`src/rtl/ext_arbiter.sv`:
```
// Arbitrates dcache and icache requests onto one external bus and routes read replies back.
// Define EXTARB_STARVE_EN to enable the icache anti-starvation counter (fixed dc priority otherwise).
module ext_arbiter #(
  parameter int DEPTH  = 4,
  parameter int STARVE = 8
) (
  input  logic        clk,
  input  logic        rst,
  input  logic [31:0] dcaddr,
  input  logic [4:0]  dcsz,
  input  logic        dcreq,
  input  logic        dcwr,
  input  logic [63:0] dcwdata,
  output logic        dcrdy,
  input  logic [31:0] icaddr,
  input  logic [4:0]  icsz,
  input  logic        icreq,
  output logic        icrdy,
  output logic [31:0] extaddr,
  output logic [4:0]  extsz,
  output logic        extreq,
  output logic        extwr,
  output logic [63:0] extwdata,
  output logic        extsrc,
  input  logic        extrdy,
  input  logic        busreply,
  input  logic [63:0] busrdata,
  input  logic        buserror,
  output logic        extreply,
  output logic        extreplyto,
  output logic [63:0] extrdata,
  output logic        exterror,
  output logic [3:0]  outstanding,
  output logic        protoerr
);
  localparam int AW = (DEPTH > 1) ? $clog2(DEPTH) : 1;

  typedef enum logic {IDLE = 1'b0, WLOCK = 1'b1} state_e;

  state_e          state_q, state_d;
  logic [DEPTH-1:0] src_q;
  logic [1:0]      blen_q [DEPTH];
  logic [AW-1:0]   wptr_q, rptr_q;
  logic [3:0]      cnt_q;
  logic [1:0]      beat_q;
  logic            protoerr_q;

  logic full_s, empty_s, dc_elig, ic_elig, ic_prio;
  logic dc_win, ic_win, accept, push, rep_valid, pop;

  function automatic logic [1:0] beats_m1(input logic [4:0] sz);
    case (sz)
      5'd15:   return 2'd1;
      5'd31:   return 2'd3;
      default: return 2'd0;
    endcase
  endfunction

  assign full_s  = (cnt_q == 4'(DEPTH));
  assign empty_s = (cnt_q == 4'd0);
  assign dc_elig = dcreq && (dcwr || !full_s);
  assign ic_elig = icreq && !full_s;

`ifdef EXTARB_STARVE_EN
  localparam int SW = $clog2(STARVE + 1);
  logic [SW-1:0] starve_q, starve_d;

  always_comb begin
    starve_d = starve_q;
    if (icrdy) begin
      starve_d = '0;
    end else if (icreq && (starve_q != SW'(STARVE))) begin
      starve_d = starve_q + SW'(1);
    end else begin
      starve_d = starve_q;
    end
  end

  always_ff @(posedge clk) begin
    if (rst) starve_q <= '0;
    else     starve_q <= starve_d;
  end

  assign ic_prio = (starve_q == SW'(STARVE));
`else
  assign ic_prio = 1'b0;
`endif

  // Winner selection and bus drive; WLOCK pins the bus to the second dc write beat.
  always_comb begin
    state_d  = state_q;
    dc_win   = 1'b0;
    ic_win   = 1'b0;
    extaddr  = 32'd0;
    extsz    = 5'd0;
    extwr    = 1'b0;
    extwdata = 64'd0;
    if (state_q == WLOCK) begin
      dc_win   = dcreq;
      extaddr  = dcaddr;
      extsz    = dcsz;
      extwr    = dcreq;
      extwdata = dcwdata;
      if (dcreq && extrdy) state_d = IDLE;
      else                 state_d = WLOCK;
    end else begin
      if (ic_elig && (!dc_elig || ic_prio)) begin
        ic_win  = 1'b1;
        extaddr = icaddr;
        extsz   = icsz;
      end else if (dc_elig) begin
        dc_win   = 1'b1;
        extaddr  = dcaddr;
        extsz    = dcsz;
        extwr    = dcwr;
        extwdata = dcwdata;
        if (dcwr && extrdy && (dcsz == 5'd15)) state_d = WLOCK;
        else                                   state_d = IDLE;
      end else begin
        state_d = IDLE;
      end
    end
  end

  assign extreq = dc_win | ic_win;
  assign extsrc = dc_win;
  assign dcrdy  = dc_win & extrdy;
  assign icrdy  = ic_win & extrdy;
  assign accept = extreq & extrdy;
  assign push   = accept & ~extwr;

  assign rep_valid  = busreply & ~empty_s;
  assign pop        = rep_valid & (beat_q == blen_q[rptr_q]);
  assign extreply   = rep_valid;
  assign extreplyto = src_q[rptr_q];
  assign extrdata   = busrdata;
  assign exterror   = buserror;
  assign outstanding = cnt_q;
  assign protoerr    = protoerr_q;

  // State, outstanding-read FIFO and sticky protocol error.
  always_ff @(posedge clk) begin
    if (rst) begin
      state_q    <= IDLE;
      src_q      <= '0;
      wptr_q     <= '0;
      rptr_q     <= '0;
      cnt_q      <= 4'd0;
      beat_q     <= 2'd0;
      protoerr_q <= 1'b0;
      for (int i = 0; i < DEPTH; i++) blen_q[i] <= 2'd0;
    end else begin
      state_q <= state_d;
      if (push) begin
        src_q[wptr_q]  <= extsrc;
        blen_q[wptr_q] <= beats_m1(extsz);
        wptr_q         <= wptr_q + AW'(1);
      end
      if (pop) begin
        rptr_q <= rptr_q + AW'(1);
        beat_q <= 2'd0;
      end else if (rep_valid) begin
        beat_q <= beat_q + 2'd1;
      end
      cnt_q <= cnt_q + 4'(push) - 4'(pop);
      if (busreply && empty_s) protoerr_q <= 1'b1;
    end
  end

endmodule

```
`config.mk`:
```
export PLATFORM = sky130hd
export DESIGN_NAME = ext_arbiter
export DESIGN_NICKNAME = d
export VERILOG_FILES = /design/src/rtl/ext_arbiter.sv
export SDC_FILE = /design/constraint.sdc
export NUM_CORES = 1
export LEC_CHECK = 0
export ABC_AREA = 1
export CAP_MARGIN = 10
export CORE_AREA = 2 2 152 154
export DETAILED_ROUTE_END_ITERATION = 6
export DIE_AREA = 0 0 154 156
export GPL_TIMING_DRIVEN = 0
export PLACE_DENSITY_LB_ADDON = 0.3
export SYNTH_ARGS = -nofsm -noshare
export SYNTH_HDL_FRONTEND = slang
export SYNTH_SLANG_ARGS = --single-unit
```
`constraint.sdc`:
```
create_clock -name clk -period 3.1 [get_ports clk]
set_input_delay 0.62 -clock clk [delete_from_list [all_inputs] [get_ports clk]]
set_output_delay 0.62 -clock clk [all_outputs]
set_load 0.02 [all_outputs]
```
# Yosys cells after proc, flatten, opt, wreduce, memory -nomap -nowiden
# Memories as Yosys holds them, arrays and structs flattened. A register that Yosys moved wholly into a read port is not among the register bits.
# Index checks and enable logic that the tools add are counted.
[word_totals] ff_bits=16 ram_bits=8 out_inout_bits=178 elab_cells=84 n_memories=1
[mem_list] name="blen_q" words=4 width=2 rd=1 rd_ports_with_merged_regs=1 wr=4 line="42" rtl="logic [1:0] blen_q [DEPTH];"
[classes] addsub=5 n_lt_le_gt_ge=3 n_eq_ne=5 n_mux=40 bitwise=9 reduce_logical=14
[op_table] operator="two-way mux 64 bit" n=3
[op_table] operator="two-way mux 32 bit" n=3
[op_table] operator="two-way mux 1 bit" n=21
[op_table] operator="two-way mux 5 bit" n=3
[op_table] operator="two-way mux 2 bit" n=6
[op_table] operator="== test 5 x 4 -> 1 bit (second input constant)" n=2
[op_table] operator="logical AND 1 bit" n=8
[op_table] operator="adder 2 x 1 -> 2 bit (second input constant)" n=3
[op_table] operator="AND 1 bit" n=6
[op_table] operator="< comparator 2 x 3 -> 1 bit (second input constant)" n=2
[op_table] operator="== test 5 bit (second input constant)" n=1
[op_table] operator="adder 4 x 1 -> 4 bit" n=1
[op_table] operator="bitwise mux 4 bit" n=1
[op_table] operator="== test 4 x 3 -> 1 bit (second input constant)" n=1
[op_table] operator="logical NOT 4 bit" n=1
[op_table] operator="case mux 2 bit (2 select lines)" n=1
[op_table] operator="OR reduction 2 bit" n=2
[op_table] operator="subtractor 4 x 1 -> 4 bit" n=1
[op_table] operator="binary-select mux 1 bit (select 2 bit)" n=1
[op_table] operator="demux 1 bit (select 2 bit)" n=1
[op_table] operator="== test 2 bit" n=1
[op_table] operator=">= comparator 2 x 1 -> 1 bit (second input constant)" n=1
[op_table] operator="logical NOT 1 bit" n=2
[op_table] operator="NOT 1 bit" n=2
[op_table] operator="other kinds (2)" n=2

# Depth between registers and ports, before layout
[logic_depth] depth_word=16 depth_mapped=15

# Least setup slack after synthesis
# No wires, ideal clock.
[synth_path] path_kind="register to register" from="register cnt_q[2] (netlist: outstanding[2])" to="register cnt_q[1] (netlist: outstanding[1])" setup_ns=0.109 arrival_time_ns=2.519 slack_ns=0.471 stages_incl_launch_ff=12 synth_period_minus_slack_ns=2.629 cell_sequence="dfxtp_1 > inv_1 > ha_1 > a21oi_1 > nand3_1 > inv_1 > ha_1 > inv_1 > ha_1 > fa_1 > inv_1 > nor2_1"
[synth_via] word_cells_on_any_way=25
[synth_rtl] element="from (decl)" line="44" rtl="logic [3:0] cnt_q;"
[synth_rtl] element="from (signal assigned)" line="165" rtl="cnt_q <= cnt_q + 4'(push) - 4'(pop);"
[synth_rtl] element="logical NOT 4 bit" line="60" rtl="assign empty_s = (cnt_q == 4'd0);"
[synth_rtl] element="NOT 1 bit" line="132" rtl="assign rep_valid = busreply & ~empty_s;"
[synth_rtl] element="AND 1 bit" line="132"
[synth_rtl] element="net extreply" line="29" rtl="output logic extreply,"
[synth_rtl] element="AND 1 bit" line="133" rtl="assign pop = rep_valid & (beat_q == blen_q[rptr_q]);"
[synth_rtl] element="net pop" line="49" rtl="logic dc_win, ic_win, accept, push, rep_valid, pop;"
[synth_rtl] element="subtractor 4 x 1 -> 4 bit" line="165"
# The timed path passes the listed nets, and every way through them passes these cells.
# A chain may end at the register's enable or synchronous reset.

# Final worst setup path
[layout_path] from="register cnt_q[3] (netlist: outstanding[3])" to="output port extwdata[2]"
[layout_via] elab_chain_len=8 word_cells_on_any_way=10
[layout_rtl] element="== test 4 x 3 -> 1 bit *" line="59" rtl="assign full_s = (cnt_q == 4'(DEPTH));"
[layout_rtl] element="logical NOT 1 bit *" line="61, 62"
[layout_rtl] element="logical OR 1 bit" line="61" rtl="assign dc_elig = dcreq && (dcwr || !full_s);"
[layout_rtl] element="logical AND 1 bit" line="61"
[layout_rtl] element="logical NOT 1 bit" line="107" rtl="if (ic_elig && (!dc_elig || ic_prio)) begin"
[layout_rtl] element="logical AND 1 bit" line="107"
[layout_rtl] element="two-way mux 64 bit *" line="107"
[layout_rtl] element="two-way mux 64 bit *" line="98" rtl="if (state_q == WLOCK) begin"
[layout_rtl] element="to (decl)" line="23" rtl="output logic [63:0] extwdata,"
# Mark *: on every way between the ends. The rest lies on a longest branch, timed or not.

==> qor.yml <==
start_util_pct: 12.9
grt_start_max_net_pins: 16
route.met2.wl_mm: 7.32
synth_edf_count: 8
ant_nets: 0
reg2reg_depth: 13
syn_inst: 443
drtPass1Iterations: 4
ys_seq_area_share_pct: 20.8
ys_warn_count: 0
synthMostInstantiatedCell: "inv_1"
avgSynthCellArea_um2: 6.52
min_period_ps: 2980
synthFlopType: "dfxtp_1"
cts.clk_slew.worst_paths_ps: 70
hold_start: "src_q[0]$_SDFFE_PP0P_"
max_freq_ghz: 0.335
maxCapViolations: 0
wl_per_cell_um: 13.7
synth_area_um2: 2890
yosys.area.top_type: "buf_4"
cts.sinks: 26
drive_gt1_share_pct: 14.0
place.gp.congestion: 0.824
muxShareOfSynthArea_pct: 0
clk_latency_ps: 260
final_area_um2: 6570
grt_use_total_pct: 11.4
grt_pass1_wl_mm: 21.6
synth_adder_area_share_pct: 5.02
startpoint: "outstanding[3]$_SDFF_PP0_"
synthesis.nets: 664
cellPowerDensity_nw_per_um2: 388
tightest_slew_ps: 493
synth-simple-area-share_pct: 24.3
drtIter0Drc: 115
place_area_um2: 6470
dr_total_vias: 3854
synth_compound_area_share_pct: 16.4
cts_max_path_buffers: 2
synthXorXnorAreaFrac_pct: 0.606
ioPinCount: 388
worst_hold_path_type: "reg -> reg"
fp.coreArea_um2: 22400
cts_root_buffer: "clkbuf_16"
ys_seq_elements: 26
cp.arrival_ps: 2360
chipHeight_um: 156
setup_viol: 0
crit_path_max_fanout: 10
start_kind: "flip-flop"
grt_pass1_vias: 3836
dieArea_um2: 24000
power_leakage_nw: 3.28
ir_worst_vdd_mv: 0.240
wl_met3_mm: 1.29
utilization_pct: 29.4
status: "finished, final reports clean"
cp-end-kind: "output pin"
fp-row-count: 55
tritoncts: "built"
synth_top_area_share_pct: 17.2
nets: 995
yosysUniqueCellTypes: 31
fin_tns_setup_ps: 0
whs_path_depth: 2
htree_num_levels: 1
drv_slew: 0
hpwl_mm: 12.7
rsz0062_at_grt: "no"
hold_viol_final: 0
synth_area_leaders: "buf_4 (17%), inv_1 (13%), dfxtp_1 (12%)"
routed_wl_mm: 14.6
post-route-period-util_pct: 96.3
async_flop_share_pct: 0
criticalPathCategory: "reg -> out"
die_w_um: 154
top_layer_used: "met4"
slew_headroom_pct: 67.2
vias_per_cell: 3.64
finalClockSkew_ps: 6.38
yosys-top-cells-count: "inv_1 (98), nor2_1 (85), buf_4 (66), nand2_1 (38), a32o_1 (32)"
nFillCells: 2468
critPathRequiredTime_ps: 2480
cts_made_buffers: 3
area_delta_synth_final_pct: 128
grt-ovfl-total: 0
drc: 0
drt-met1-wl_mm: 5.85
synth_top_family_by_area: "buffers and inverters"
r2r-start: "outstanding[3]$_SDFF_PP0_"
antenna_found_initial: 1
port_buffers: 322
[final timing paths]
path | end | slack [ps]
max | extwdata[2] | 120
min | src_q[0]$_SDFFE_PP0P_ | 450
max reg2reg | outstanding[2]$_SDFF_PP0_ | 520
min reg2reg | src_q[0]$_SDFFE_PP0P_ | 450
[metal layers]
metal,GRT usage [%],vias to the layer above
li1,-,1982
met4,1.74,0
met5,0,-
met3,4.08,9
met2,20.1,189
met1,13.6,1674
[final cells by class]
class / count / area (µm²) / area share [%]
Timing Repair Buffer: 326 / 3190 / 48.6
Multi-Input combinational cell: 232 / 1340 / 20.4
Sequential cell: 26 / 601 / 9.14
Buffer: 83 / 594 / 9.04
Inverter: 102 / 383 / 5.82
Tap cell: 285 / 357 / 5.42
Clock buffer: 3 / 75.1 / 1.14
Clock inverter: 1 / 30.0 / 0.457
Antenna cell: 1 / 2.50 / 0.0381
[flip-flops by register name, summed over array words and instances (netlist names), named ones only]
| register | flops |
|---|---|
| outstanding | 4 |
| protoerr | 1 |
| beat_q | 2 |
| rptr_q | 2 |
| blen_q | 8 |
| state_q | 1 |
| wptr_q | 2 |
| src_q | 4 |
[what timing repair did]
item	4_1_cts	5_1_grt
pin swaps	1	1
setup buffers	2	2
gates resized for setup	92	15
cloned	0	0
hold buffers	0	0
endpoints found under the setup margin	99	20
[metrics by stage]
step	worst slack, ps	cells	power (mW)	hold slack, ps
final	116	1059	2.55	447
after global routing	0.611	1059	2.74	473
after CTS	-9.65	1056	2.59	446
after detailed placement	-537	1050	2.28	435
after global placement	-534	1050	2.28	437
after floorplan	471	443	1.40	420
[layout by cell type (no fill, tap or decap), types with 7 or more instances in the layout]
cell type / n
edfxtp_1: 8
nand2_1: 38
a32o_1: 32
dlygate4sd2_1: 71
dlymetal6s2s_1: 11
clkbuf_2: 7
a21oi_1: 11
ha_1: 10
nor2_1: 85
o21ai_0: 10
nand3_1: 21
dfxtp_1: 18
clkdlybuf4s50_1: 237
buf_4: 75
inv_1: 98
[report_power, final]
group	leakage (nW)	switching [mW]	internal, mW
Sequential	0.230	0.0457	0.409
Clock	0.0511	0.122	0.257
Combinational	3.00	0.922	0.798
Total	3.28	1.09	1.46
[logic make-up after synthesis]
group / Yosys count
buffers and inverters: 185
flip-flops: 26
XOR/XNOR: 2
AND/OR/NAND/NOR: 159
AO/OA/AOI/OAI: 60
adder cells (fa/ha/maj): 11
[worst max-delay path: stages, from the launching register on]
cell and delay, ps:
dfxtp_1 320, inv_1 50, ha_1 180, nand2_1 200
nand2_4 110, nand2_4 160, inv_2 90, buf_4 180
buf_4 180, nor2_1 260, clkdlybuf4s15_1 360
Power figures use the tool's default switching activity.
